[src/rtl/sudoku_ctrl_pkg.sv]
// Shared controller-path definitions: repeat FSM encoding and 50 MHz timing constants.
package sudoku_ctrl_pkg;

  typedef enum logic [1:0] {
    IDLE   = 2'd0,
    HOLD   = 2'd1,
    REPEAT = 2'd2
  } rpt_state_e;

  localparam int CLK_HZ        = 50_000_000;
  localparam int DEBOUNCE_20MS = CLK_HZ / 50;
  localparam int HOLD_500MS    = CLK_HZ / 2;
  localparam int REPEAT_100MS  = CLK_HZ / 10;

endpackage

[src/rtl/button_channel.sv]
// One key: 2-FF sync, debounce, press detect and auto-repeat FSM with registered outputs.
module button_channel
  import sudoku_ctrl_pkg::*;
#(
  parameter int ACTIVE_LOW      = 1,
  parameter int DEBOUNCE_CYCLES = DEBOUNCE_20MS,
  parameter int REPEAT_EN       = 1,
  parameter int HOLD_CYCLES     = HOLD_500MS,
  parameter int REPEAT_CYCLES   = REPEAT_100MS
) (
  input  logic clk,
  input  logic reset_fixed,
  input  logic btn_raw,
  output logic level_out,
  output logic pulse_out
);

  localparam int DB_W    = $clog2(DEBOUNCE_CYCLES + 1);
  localparam int REP_MAX = (HOLD_CYCLES > REPEAT_CYCLES) ? HOLD_CYCLES : REPEAT_CYCLES;
  localparam int REP_W   = $clog2(REP_MAX + 1);

  localparam logic [DB_W-1:0]  DB_LAST   = DB_W'(DEBOUNCE_CYCLES - 1);
  localparam logic [REP_W-1:0] HOLD_LAST = REP_W'(HOLD_CYCLES - 1);
  localparam logic [REP_W-1:0] REP_LAST  = REP_W'(REPEAT_CYCLES - 1);
  localparam logic             RELEASED  = (ACTIVE_LOW != 0);

  logic             sync1, sync2, pressed;
  logic             stable;
  logic [DB_W-1:0]  db_cnt;
  logic             press_now, rel_now, fire, pulse_next;
  rpt_state_e       state, state_next;
  logic [REP_W-1:0] rep_cnt, rep_cnt_next;

  always_ff @(posedge clk or negedge reset_fixed) begin
    if (!reset_fixed) begin
      sync1 <= RELEASED;
      sync2 <= RELEASED;
    end else begin
      sync1 <= btn_raw;
      sync2 <= sync1;
    end
  end

  assign pressed = sync2 ^ RELEASED;

  always_ff @(posedge clk or negedge reset_fixed) begin
    if (!reset_fixed) begin
      stable <= 1'b0;
      db_cnt <= '0;
    end else if (pressed != stable) begin
      if (db_cnt == DB_LAST) begin
        stable <= ~stable;
        db_cnt <= '0;
      end else begin
        db_cnt <= db_cnt + DB_W'(1);
      end
    end else begin
      db_cnt <= '0;
    end
  end

  // level_out lags stable by one flop, so their disagreement marks the edge being emitted.
  assign press_now = stable & ~level_out;
  assign rel_now   = ~stable & level_out;

  always_comb begin
    state_next   = state;
    rep_cnt_next = rep_cnt;
    fire         = 1'b0;
    if (rel_now) begin
      state_next   = IDLE;
      rep_cnt_next = '0;
    end else if (press_now) begin
      if (REPEAT_EN != 0) state_next = HOLD;
      rep_cnt_next = '0;
    end else begin
      case (state)
        HOLD: begin
          if (rep_cnt == HOLD_LAST) begin
            fire         = 1'b1;
            rep_cnt_next = '0;
            state_next   = REPEAT;
          end else begin
            rep_cnt_next = rep_cnt + REP_W'(1);
          end
        end
        REPEAT: begin
          if (rep_cnt == REP_LAST) begin
            fire         = 1'b1;
            rep_cnt_next = '0;
          end else begin
            rep_cnt_next = rep_cnt + REP_W'(1);
          end
        end
        default: begin
          state_next   = IDLE;
          rep_cnt_next = '0;
        end
      endcase
    end
    pulse_next = press_now | fire;
  end

  always_ff @(posedge clk or negedge reset_fixed) begin
    if (!reset_fixed) begin
      state     <= IDLE;
      rep_cnt   <= '0;
      level_out <= 1'b0;
      pulse_out <= 1'b0;
    end else begin
      state     <= state_next;
      rep_cnt   <= rep_cnt_next;
      level_out <= stable;
      pulse_out <= pulse_next;
    end
  end

endmodule

[src/rtl/button_pulse_gen.sv]
// Multi-channel pushbutton front end: independent debounced press/repeat pulse channels.
module button_pulse_gen
  import sudoku_ctrl_pkg::*;
#(
  parameter int N_BUTTONS       = 4,
  parameter int ACTIVE_LOW      = 1,
  parameter int DEBOUNCE_CYCLES = DEBOUNCE_20MS,
  parameter int REPEAT_EN       = 1,
  parameter int HOLD_CYCLES     = HOLD_500MS,
  parameter int REPEAT_CYCLES   = REPEAT_100MS
) (
  input  logic                 clk,
  input  logic                 reset_fixed,
  input  logic [N_BUTTONS-1:0] btn_raw,
  output logic [N_BUTTONS-1:0] level_out,
  output logic [N_BUTTONS-1:0] pulse_out
);

  for (genvar i = 0; i < N_BUTTONS; i++) begin : g_ch
    button_channel #(
      .ACTIVE_LOW      (ACTIVE_LOW),
      .DEBOUNCE_CYCLES (DEBOUNCE_CYCLES),
      .REPEAT_EN       (REPEAT_EN),
      .HOLD_CYCLES     (HOLD_CYCLES),
      .REPEAT_CYCLES   (REPEAT_CYCLES)
    ) u_ch (
      .clk         (clk),
      .reset_fixed (reset_fixed),
      .btn_raw     (btn_raw[i]),
      .level_out   (level_out[i]),
      .pulse_out   (pulse_out[i])
    );
  end

endmodule

[config.mk]
export PLATFORM = sky130hd
export DESIGN_NAME = button_pulse_gen
export DESIGN_NICKNAME = d
export VERILOG_FILES = /design/src/rtl/sudoku_ctrl_pkg.sv /design/src/rtl/button_channel.sv /design/src/rtl/button_pulse_gen.sv
export SDC_FILE = /design/constraint.sdc
export NUM_CORES = 1
export LEC_CHECK = 0
export ABC_AREA = 1
export CAP_MARGIN = 20
export CORE_ASPECT_RATIO = 0.6
export CORE_MARGIN = 3
export CORE_UTILIZATION = 50
export DETAILED_ROUTE_END_ITERATION = 8
export PLACE_DENSITY = 0.74
export RECOVER_POWER = 50
export SYNTH_ARGS = -nofsm -noshare
export SYNTH_HDL_FRONTEND = slang
export SYNTH_SLANG_ARGS = --single-unit
export TNS_END_PERCENT = 20
[constraint.sdc]
create_clock -name clk -period 2.9 [get_ports clk]
set_input_delay 0.435 -clock clk [delete_from_list [all_inputs] [get_ports clk]]
set_output_delay 0.435 -clock clk [all_outputs]
set_load 0.02 [all_outputs]
; Word level (Yosys, flattened, before mapping)
; Cells that the tools add are included.
; Widths: inputs -> output; s select.
[word_totals]
register_bits = 208
latchBits = 0
mem_bits_rw = 0
rom_bits = 0
input_bits = 6
out_inout_bits = 8
memories = 0
[classes]
n_addsub = 8
n_mul = 0
div_mod_pow = 0
order_cmp = 0
n_eq_ne = 32
shifts = 0
muxes = 64
bitwise_logic = 24
reduce_logical = 8
[ops]
columns = operator, n
row1 = $mux 25, 16
row2 = $pmux 25 s2, 4
row3 = $mux 20, 8
row4 = $add 25x1->25 const B, 4
row5 = $eq 25x23->1 const B, 4
row6 = $eq 25x25->1 const B, 4
row7 = $add 20x1->20 const B, 4
row8 = $eq 20x20->1 const B, 4
row9 = $mux 2, 12
row10 = $mux 1, 16
row11 = $ne 4x1->1 const B, 4
row12 = $pmux 2 s2, 4
row13 = $reduce_and 2->1, 8
row14 = $ne 3x1->1 const B, 4
row15 = $not 1->1, 12
row16 = $and 1x1->1, 8
row17 = $eq 2x1->1 const B, 4
row18 = $eq 2x2->1 const B, 4
row19 = $pmux 1 s2, 4
row20 = $ne 1x1->1, 4
row21 = $or 1x1->1, 4

; Longest topological paths before layout
; Gate-level depths: netlist (run 1).
[logic_depth]
ltp_word = 6
mapped_depth = 11
depth_no_buf = 10

; Modules after synthesis
; From an unflattened synthesis (run 1), not the netlist that was laid out.
[hier_totals]
cells_unflattened = 1600
hier_area_um2 = 11833.8
[modules_own_cells]
columns = module, n_inst, cells_each, area_each_um2, seq_area_each_um2
row1 = button_channel at g_ch[0].u_ch ..., 3, 405, 2942.8, 1303.8
row2 = button_channel at g_ch[3].u_ch, 1, 385, 3005.4, 1303.8

; Least setup slack after synthesis (run 1)
; OpenSTA, ideal clock, no wires.
[synth_timing]
kind = register to register
startpoint = register g_ch[3].u_ch.db_cnt[0]
endpoint = register g_ch[3].u_ch.db_cnt[9]
arrival_time_ns = 1.437
t_required_ns = 2.780
slack_ns = 1.343
path_stages_with_launch = 9
period_less_slack_ns = 1.557
path_cell_list = dfrtp_1 -> ha_1 -> nand3_1 -> nor3_2 -> nand3_1 -> nand2_2 -> inv_1 -> o21ai_0 -> nor2_1
[synth_via]
elab_chain_len = 3
[synth_rtl]
columns = element, line_no
row1 = start: declaration, button_channel.sv:29  ; logic [DB_W-1:0] db_cnt;
row2 = start signal: assignment, button_channel.sv:55  ; db_cnt <= db_cnt + DB_W'(1);
row3 = $add 20x1->20 / $eq 20x20->1 (equally long branches), "button_channel.sv:55, button_channel.sv:51"
row4 = $mux 20 *, button_channel.sv:51  ; if (db_cnt == DB_LAST) begin
row5 = $mux 20 *, button_channel.sv:50  ; end else if (pressed != stable) begin
; Mark *: on every way between the ends. The rest lies on a longest branch, timed or not.
; A chain may end at the register's enable or synchronous reset.

; Final worst setup path (run 1)
[layout_timing]
startpoint = register g_ch[0].u_ch.stable
endpoint = register g_ch[0].u_ch.rep_cnt[23]
[layout_via]
elab_chain_len = 3
[layout_rtl]
columns = element, line_no
row1 = start: declaration, button_channel.sv:28  ; logic stable;
row2 = start signal: assignment, button_channel.sv:52  ; stable <= ~stable;
row3 = $and 1x1->1 / $not 1->1 (equally long branches), "button_channel.sv:63, button_channel.sv:64"
row4 = $mux 25 / $and 1x1->1 (equally long branches), "button_channel.sv:73, button_channel.sv:64"
row5 = $mux 25 *, button_channel.sv:70  ; if (rel_now) begin
row6 = net g_ch[0].u_ch.rep_cnt_next[23], button_channel.sv:32  ; logic [REP_W-1:0] rep_cnt, rep_cnt_next;
row7 = end signal: assignment, button_channel.sv:112  ; rep_cnt <= rep_cnt_next;
row8 = end: declaration, button_channel.sv:32
; The timed path passes the listed nets; every way through them passes the cells marked *.

==> results.json, run 1 <==
{
  "status": "finished, final reports clean",
  "fin_nets": 1691,
  "ant_nets": 0,
  "port_buffers": 13,
  "fin_crit_sh_pct": 71.5,
  "seq_area_mm2": 0.00522,
  "grt_pass1_wl_mm": 44.4,
  "insertion_delay_ns": 0.51,
  "hold_path_class": "flop to flop",
  "syn-num-nets": 1667,
  "crit_type": "flop to flop",
  "clock_tree.root_cell": "clkbuf_16",
  "stdcell_area_mm2": 0.0129,
  "vias": 10100,
  "start_kind": "flop",
  "leakagePower_nw": 5.41,
  "placedInstanceArea_mm2": 0.0123,
  "syn_to_final_growth_pct": 9.10,
  "grt_pass1_vias": 9168,
  "die_area_mm2": 0.0256,
  "ctsHtreeMaxLevel": 1,
  "detail_route.vias_per_cell": 5.12,
  "clkSinkCount": 208,
  "rsz0062_at_grt": "false",
  "cts_tree": "yes",
  "end_kind": "flop",
  "fp.dieH_um": 125,
  "final-hold-violation-count": 0,
  "clkSlewWorstSetupHoldPaths_ns": 0.07,
  "drive_above_1_share_pct": 3.70,
  "start_util_pct": 52.3,
  "firstDrtPassIters": 7,
  "cts.path.max_buffers": 3,
  "final_cell_mix": "nand2_1 (408), nor2_1 (392), inv_1 (202), dfrtp_1 (200), nand3_1 (106)",
  "synth_seq_cells": 208,
  "drv_slew": 0,
  "hpwl_mm": 19.0,
  "drtIter0Drc": 863,
  "postCtsResizedCells": 0,
  "p_per_area_mw_per_mm2": 448,
  "multi_input_area_mm2": 0.00572,
  "cts_setup_buffers": 0,
  "crit_fanout": 21,
  "yosysSeqAreaShare_pct": 44.0,
  "required_ns": 3.33,
  "fin_tns_setup_ns": 0,
  "wl_per_cell_um": 12.9,
  "synth_area_per_cell_um2": 7.24,
  "syn_inst": 1637,
  "fin_skew_ns": 0.0149,
  "wirelength_mm": 25.6,
  "antenna_found_initial": 0,
  "grt_max_degree": 84,
  "arrival_ns": 2.51,
  "die_w_um": 205,
  "period_needed_ns": 2.07,
  "max_freq_mhz": 482,
  "maxCapViolations": 0,
  "yosysTopAreaCell": "dfrtp_1",
  "tightest_slew_ns": 1.20,
  "setup_viol": 0,
  "cts_buffers": 21,
  "grt-ovfl-total": 0,
  "drc_errors": 0,
  "vdd_drop_max_v": 0.000416,
  "grt_use_total_pct": 20.5,
  "yosys_warnings": 0,
  "synth_top_area_share_pct": 42.2,
  "rows": 42,
  "gp_congestion": 0.918,
  "synthTopCellsByArea": "dfrtp_1 (42%), nand2_1 (13%), nor2_1 (12%)",
  "post_synth_num_cell_types": 29,
  "slew_headroom_pct": 19.8,
  "fillers": 2137,
  "synth.cell_area_mm2": 0.0118,
  "coreArea_mm2": 0.0226,
  "diodes": 0,
  "pin_count": 14,
  "layout_commonest_cell": "nand2_1"
}
-- worst max-delay path, cell delays in order, from the launching register on --
cell	delay [ns]
dfrtp_1	0.48
inv_1	0.08
ha_1	0.23
nor3_1	0.60
nand2_2	0.41
nor2_1	0.20
-- per-layer routing --
| layer | wire (um) | global-route usage (%) |
|---|---|---|
| met1 | 13600 | 34.8 |
| met2 | 9750 | 27.2 |
| met3 | 1900 | 3.58 |
| met4 | 400 | 3.44 |
| met5 | 0 | 0 |
-- registers in the layout, summed over array words and instances (netlist names) --
| register | flops |
|---|---|
| g_ch.u_ch.db_cnt | 80 |
| g_ch.u_ch.level_out | 4 |
| g_ch.u_ch.pulse_out | 4 |
| g_ch.u_ch.rep_cnt | 100 |
| g_ch.u_ch.stable | 4 |
| g_ch.u_ch.state | 8 |
| g_ch.u_ch.sync1 | 4 |
| g_ch.u_ch.sync2 | 4 |
-- synthesized netlist by cell type --
master and n:
buf_6 7, a21o_1 3, dfrtp_1 200, nor3_1 67, o22ai_1 3, a31oi_1 7
nand3_2 3, o21bai_1 4, a21oi_1 18, nand3b_1 7, nor2_2 5, o21ai_0 19
buf_4 9, and3_1 3, nand2_2 9, nor3b_1 2, nand4_1 35, inv_1 202
xor2_1 60, nor2_1 392, nor2b_1 1, buf_2 2, nand3_1 106, xnor2_1 30
nor2_4 1, nand2_1 408, dfstp_2 8, ha_1 24, nor3_2 2
-- logic make-up after synthesis --
logic type	count (synthesis)	synth area share [%]
compound gates	54	2.53
simple gates	1041	36.5
flops	208	44.0
fa+ha+maj	24	2.53
buf+inv	220	7.72
xor+xnor	90	6.65
-- path summary, 6_finish.rpt --
path	startpoint	end	slack [ns]	cells after the start
worst max-delay path	g_ch[0].u_ch.stable$_DFFE_PN0P_	g_ch[0].u_ch.rep_cnt[23]$_DFF_PN0_	0.83	5
worst min-delay path	g_ch[1].u_ch.sync1$_DFF_PN1_	g_ch[1].u_ch.sync2$_DFF_PN1_	0.36	0
worst max register to register	g_ch[0].u_ch.stable$_DFFE_PN0P_	g_ch[0].u_ch.rep_cnt[23]$_DFF_PN0_	0.83	5
worst min register to register	g_ch[1].u_ch.sync1$_DFF_PN1_	g_ch[1].u_ch.sync2$_DFF_PN1_	0.36	0
max in group asynchronous	reset_fixed	g_ch[1].u_ch.db_cnt[5]$_DFF_PN0_	0.84	3
min in group asynchronous	reset_fixed	g_ch[0].u_ch.rep_cnt[7]$_DFF_PN0_	0.50	2
-- layout make-up --
class	instances	area share, %
flip-flops and latches	208	40.3
inverters	202	5.87
multi-input cells	1209	44.2
repair buffers	19	1.28
clock buffers	25	4.26
well taps	308	2.98
clock inverters	12	1.04
-- repair_timing --
item,in CTS,in global routing
endpoints found under the hold margin,76,0
endpoints found under the setup margin,0,0
hold buffers,1,0
-- where the power goes --
group	internal, W	switching, W	total (W)
Sequential	0.00292	0.0000165	0.00294
Combinational	0.0000274	0.0000945	0.000122
Clock	0.00155	0.00118	0.00273
Total	0.00450	0.00129	0.00580
-- metrics by stage --
| stage | std cells | worst slack [ns] | power [W] | hold WS [ns] | util [%] |
|---|---|---|---|---|---|
| after global routing | 1983 | 0.403 | 0.00602 | 0.359 | 57.1 |
| after CTS | 1983 | 0.795 | 0.00589 | 0.333 | 57.2 |
| after detailed placement | 1945 | 0.824 | 0.00313 | 0.347 | 54.1 |
| after global placement | 1945 | 0.867 | 0.00313 | 0.347 | 54.1 |
| after floorplan | 1637 | 1.34 | 0.00304 | 0.139 | - |
| final | 1983 | 0.827 | 0.00580 | 0.355 | 57.1 |
(Power assumes the default switching activity.)
==> run 2, diff against run 1 <==
PLACE_DENSITY = 0.76   (was 0.74)
clock period = 1.9 ns   (was 2.9 ns; I/O delays follow)
==> run 2 against run 1 <==
  * Global-route usage grew 0.18 points
  * Clock power grew 46%
  * Sequential cell count is the same
  * Core utilization grew 1.1 points
  * Critical endpoint is now level_out[0]
  * Final cell count grew 1.1%
  * Via count grew 0.86%
  * First-iteration DRC count grew 27%
  * Count of clock-buffer cells in the layout grew 7
==> results.json, run 2 (synthesized netlist as in run 1, its figures left out) <==
{
  "hold_end": "g_ch[3].u_ch.sync1$_DFF_PN1_",
  "port_buffers": 13,
  "ant_nets": 0,
  "grt.met1_usage_pct": 34.4,
  "power.switching_w": 0.00186,
  "wirelength_mm": 26.1,
  "top_register": "g_ch.u_ch.rep_cnt",
  "p_per_area_mw_per_mm2": 659,
  "dp.cells": 1965,
  "instances_no_fill": 2004,
  "cp_cell_sequence": "clkdlybuf4s50_1",
  "pin_count": 14,
  "fp.dieH_um": 125,
  "intPower_w": 0.00682,
  "fin_tns_setup_ns": 0,
  "seq_power_share_pct": 51.7,
  "clock_tree.root_cell": "clkbuf_16",
  "cts.path.max_buffers": 3,
  "drive_above_1_share_pct": 5.78,
  "top_regs": "g_ch.u_ch.rep_cnt (100), g_ch.u_ch.db_cnt (80), g_ch.u_ch.state (8)",
  "cts_tree": "yes",
  "max_freq_mhz": 547,
  "gp_congestion": 0.947,
  "use_met3_pct": 4.42,
  "crit_type": "flop to output port",
  "cts_buffers": 21,
  "grt_use_total_pct": 20.7,
  "detail_route.vias_per_cell": 5.11,
  "cp_slowest_cell": "clkdlybuf4s50_1",
  "grt-ovfl-total": 0,
  "combPwrFrac_pct": 2.3,
  "rsz0062_at_grt": "false",
  "r2r_slack_ns": 0.15,
  "p_sw_share_pct": 21.4,
  "rows": 42,
  "clkSinkCount": 208,
  "utilization_pct": 58.1,
  "crit_fanout": 3,
  "coreArea_mm2": 0.0226,
  "grt_pass1_wl_mm": 44.9,
  "leakagePower_nw": 5.56,
  "grt_pass1_vias": 9282,
  "syn_to_final_growth_pct": 11.2,
  "wl_per_cell_um": 13.0,
  "hold_path_startpoint": "btn_raw[3]",
  "die_w_um": 205,
  "fin_nets": 1712,
  "min_path_cells": 1,
  "clkSlewWorstSetupHoldPaths_ns": 0.06,
  "fin_skew_ns": 0.00573,
  "insertion_delay_ns": 0.51,
  "layout_commonest_cell": "nand2_1",
  "start_kind": "flop",
  "reg2reg_from": "g_ch[1].u_ch.rep_cnt[0]$_DFF_PN0_",
  "vias": 10200,
  "antenna_found_initial": 0,
  "period_needed_ns": 1.83,
  "critPathTopFamily": "buffers and inverters",
  "timing.rr.end": "g_ch[1].u_ch.rep_cnt[2]$_DFF_PN0_",
  "slowest_delay_ns": 0.63,
  "drv_slew": 0,
  "maxCapViolations": 0,
  "largest_reg_flops": 100,
  "use_met2_pct": 27.5,
  "drc_errors": 0,
  "die_area_mm2": 0.0256,
  "hpwl_mm": 19.3,
  "final-hold-violation-count": 0,
  "final_cell_mix": "nand2_1 (407), nor2_1 (389), inv_1 (202), dfrtp_1 (199), nand3_1 (106)",
  "arrival_ns": 1.54,
  "setup_viol": 0,
  "drtIter0Drc": 1098,
  "ctsHtreeMaxLevel": 1,
  "grt_max_degree": 54,
  "tightest_slew_ns": 0.892,
  "fin_crit_sh_pct": 96.2,
  "hold_path_class": "input port to flop",
  "slew_headroom_pct": 40.5,
  "busiest_layer": "met1",
  "start_util_pct": 52.3,
  "p_clk_share_pct": 46.0,
  "firstDrtPassIters": 6,
  "r2r_cells": 11,
  "status": "finished, final reports clean",
  "cp_num_buf_inv": 1,
  "end_kind": "output port",
  "vdd_drop_max_v": 0.000508,
  "required_ns": 1.62,
  "diodes": 0
}
[run 2: cell types whose count changed in the layout (fill, tap and decap cells not counted), sizes merged]
| cell | previous run | this run |
|---|---|---|
| buf | 1 | 22 |
| bufinv | 2 | 0 |
| clkbuf | 30 | 37 |
| clkdlybuf4s50 | 8 | 7 |
| clkinvlp | 5 | 1 |
| dlygate4sd2 | 0 | 1 |
| inv | 203 | 202 |
[run 2: cell type report]
cell class / instances / area (um2)
Clock inverter: 5 / 27.5
Clock buffer: 32 / 637
Inverter: 202 / 758
Timing Repair Buffer: 40 / 390
Fill cell: 2014 / 9480
Tap cell: 308 / 385
Sequential cell: 208 / 5220
Multi-Input combinational cell: 1209 / 5760
[run 2: worst max-delay path by stage]
stage,from,end,slack (ns),depth (start not counted)
finish,g_ch[0].u_ch.level_out$_DFF_PN0_,level_out[0],0.07,1
global route,g_ch[1].u_ch.rep_cnt[0]$_DFF_PN0_,g_ch[1].u_ch.rep_cnt[5]$_DFF_PN0_,0.0003,11
CTS,g_ch[3].u_ch.level_out$_DFF_PN0_,level_out[3],0.04,1
detailed placement,g_ch[1].u_ch.rep_cnt[0]$_DFF_PN0_,g_ch[1].u_ch.rep_cnt[11]$_DFF_PN0_,0.11,11
global placement,g_ch[3].u_ch.db_cnt[1]$_DFF_PN0_,g_ch[3].u_ch.db_cnt[16]$_DFF_PN0_,0.17,8
floorplan,g_ch[3].u_ch.db_cnt[0]$_DFF_PN0_,g_ch[3].u_ch.db_cnt[9]$_DFF_PN0_,0.34,8
[run 2: metrics by stage]
step / total power [W] / hold WS [ns] / area (um2) / worst slack, ns
5_1_grt: 0.00901 / 0.317 / 13200 / 0.000258
3_3_place_gp: 0.00479 / 0.174 / 12500 / 0.166
3_5_place_dp: 0.00479 / 0.177 / 12500 / 0.108
6_report: 0.00868 / 0.327 / 13200 / 0.0729
4_1_cts: 0.00884 / 0.169 / 13200 / 0.0405
2_1_floorplan: 0.00463 / -0.0106 / 11800 / 0.343
[run 2: routing by layer]
| metal | up-vias | share of wire (%) |
|---|---|---|
| met5 | - | 0 |
| met2 | 302 | 38 |
| li1 | 5177 | - |
| met1 | 4725 | 52 |
| met4 | 0 | 1.5 |
| met3 | 27 | 7.9 |
[run 2: timing repair]
action,4_1_cts,5_1_grt
pin swaps,0,1
endpoints found under the setup margin,1,65
gates resized for setup,1,12
setup buffers,0,1
hold endpoints to repair,108,0
hold buffers,1,0
[run 2: power groups by stage]
stage	logic, W	registers [W]	clock network (W)
finish	0.000201	0.00449	0.00399
global route	0.000234	0.00449	0.00429
CTS	0.000224	0.00449	0.00413
detailed placement	0.000222	0.00457	0
global placement	0.000218	0.00457	0
floorplan	0.0000699	0.00456	0
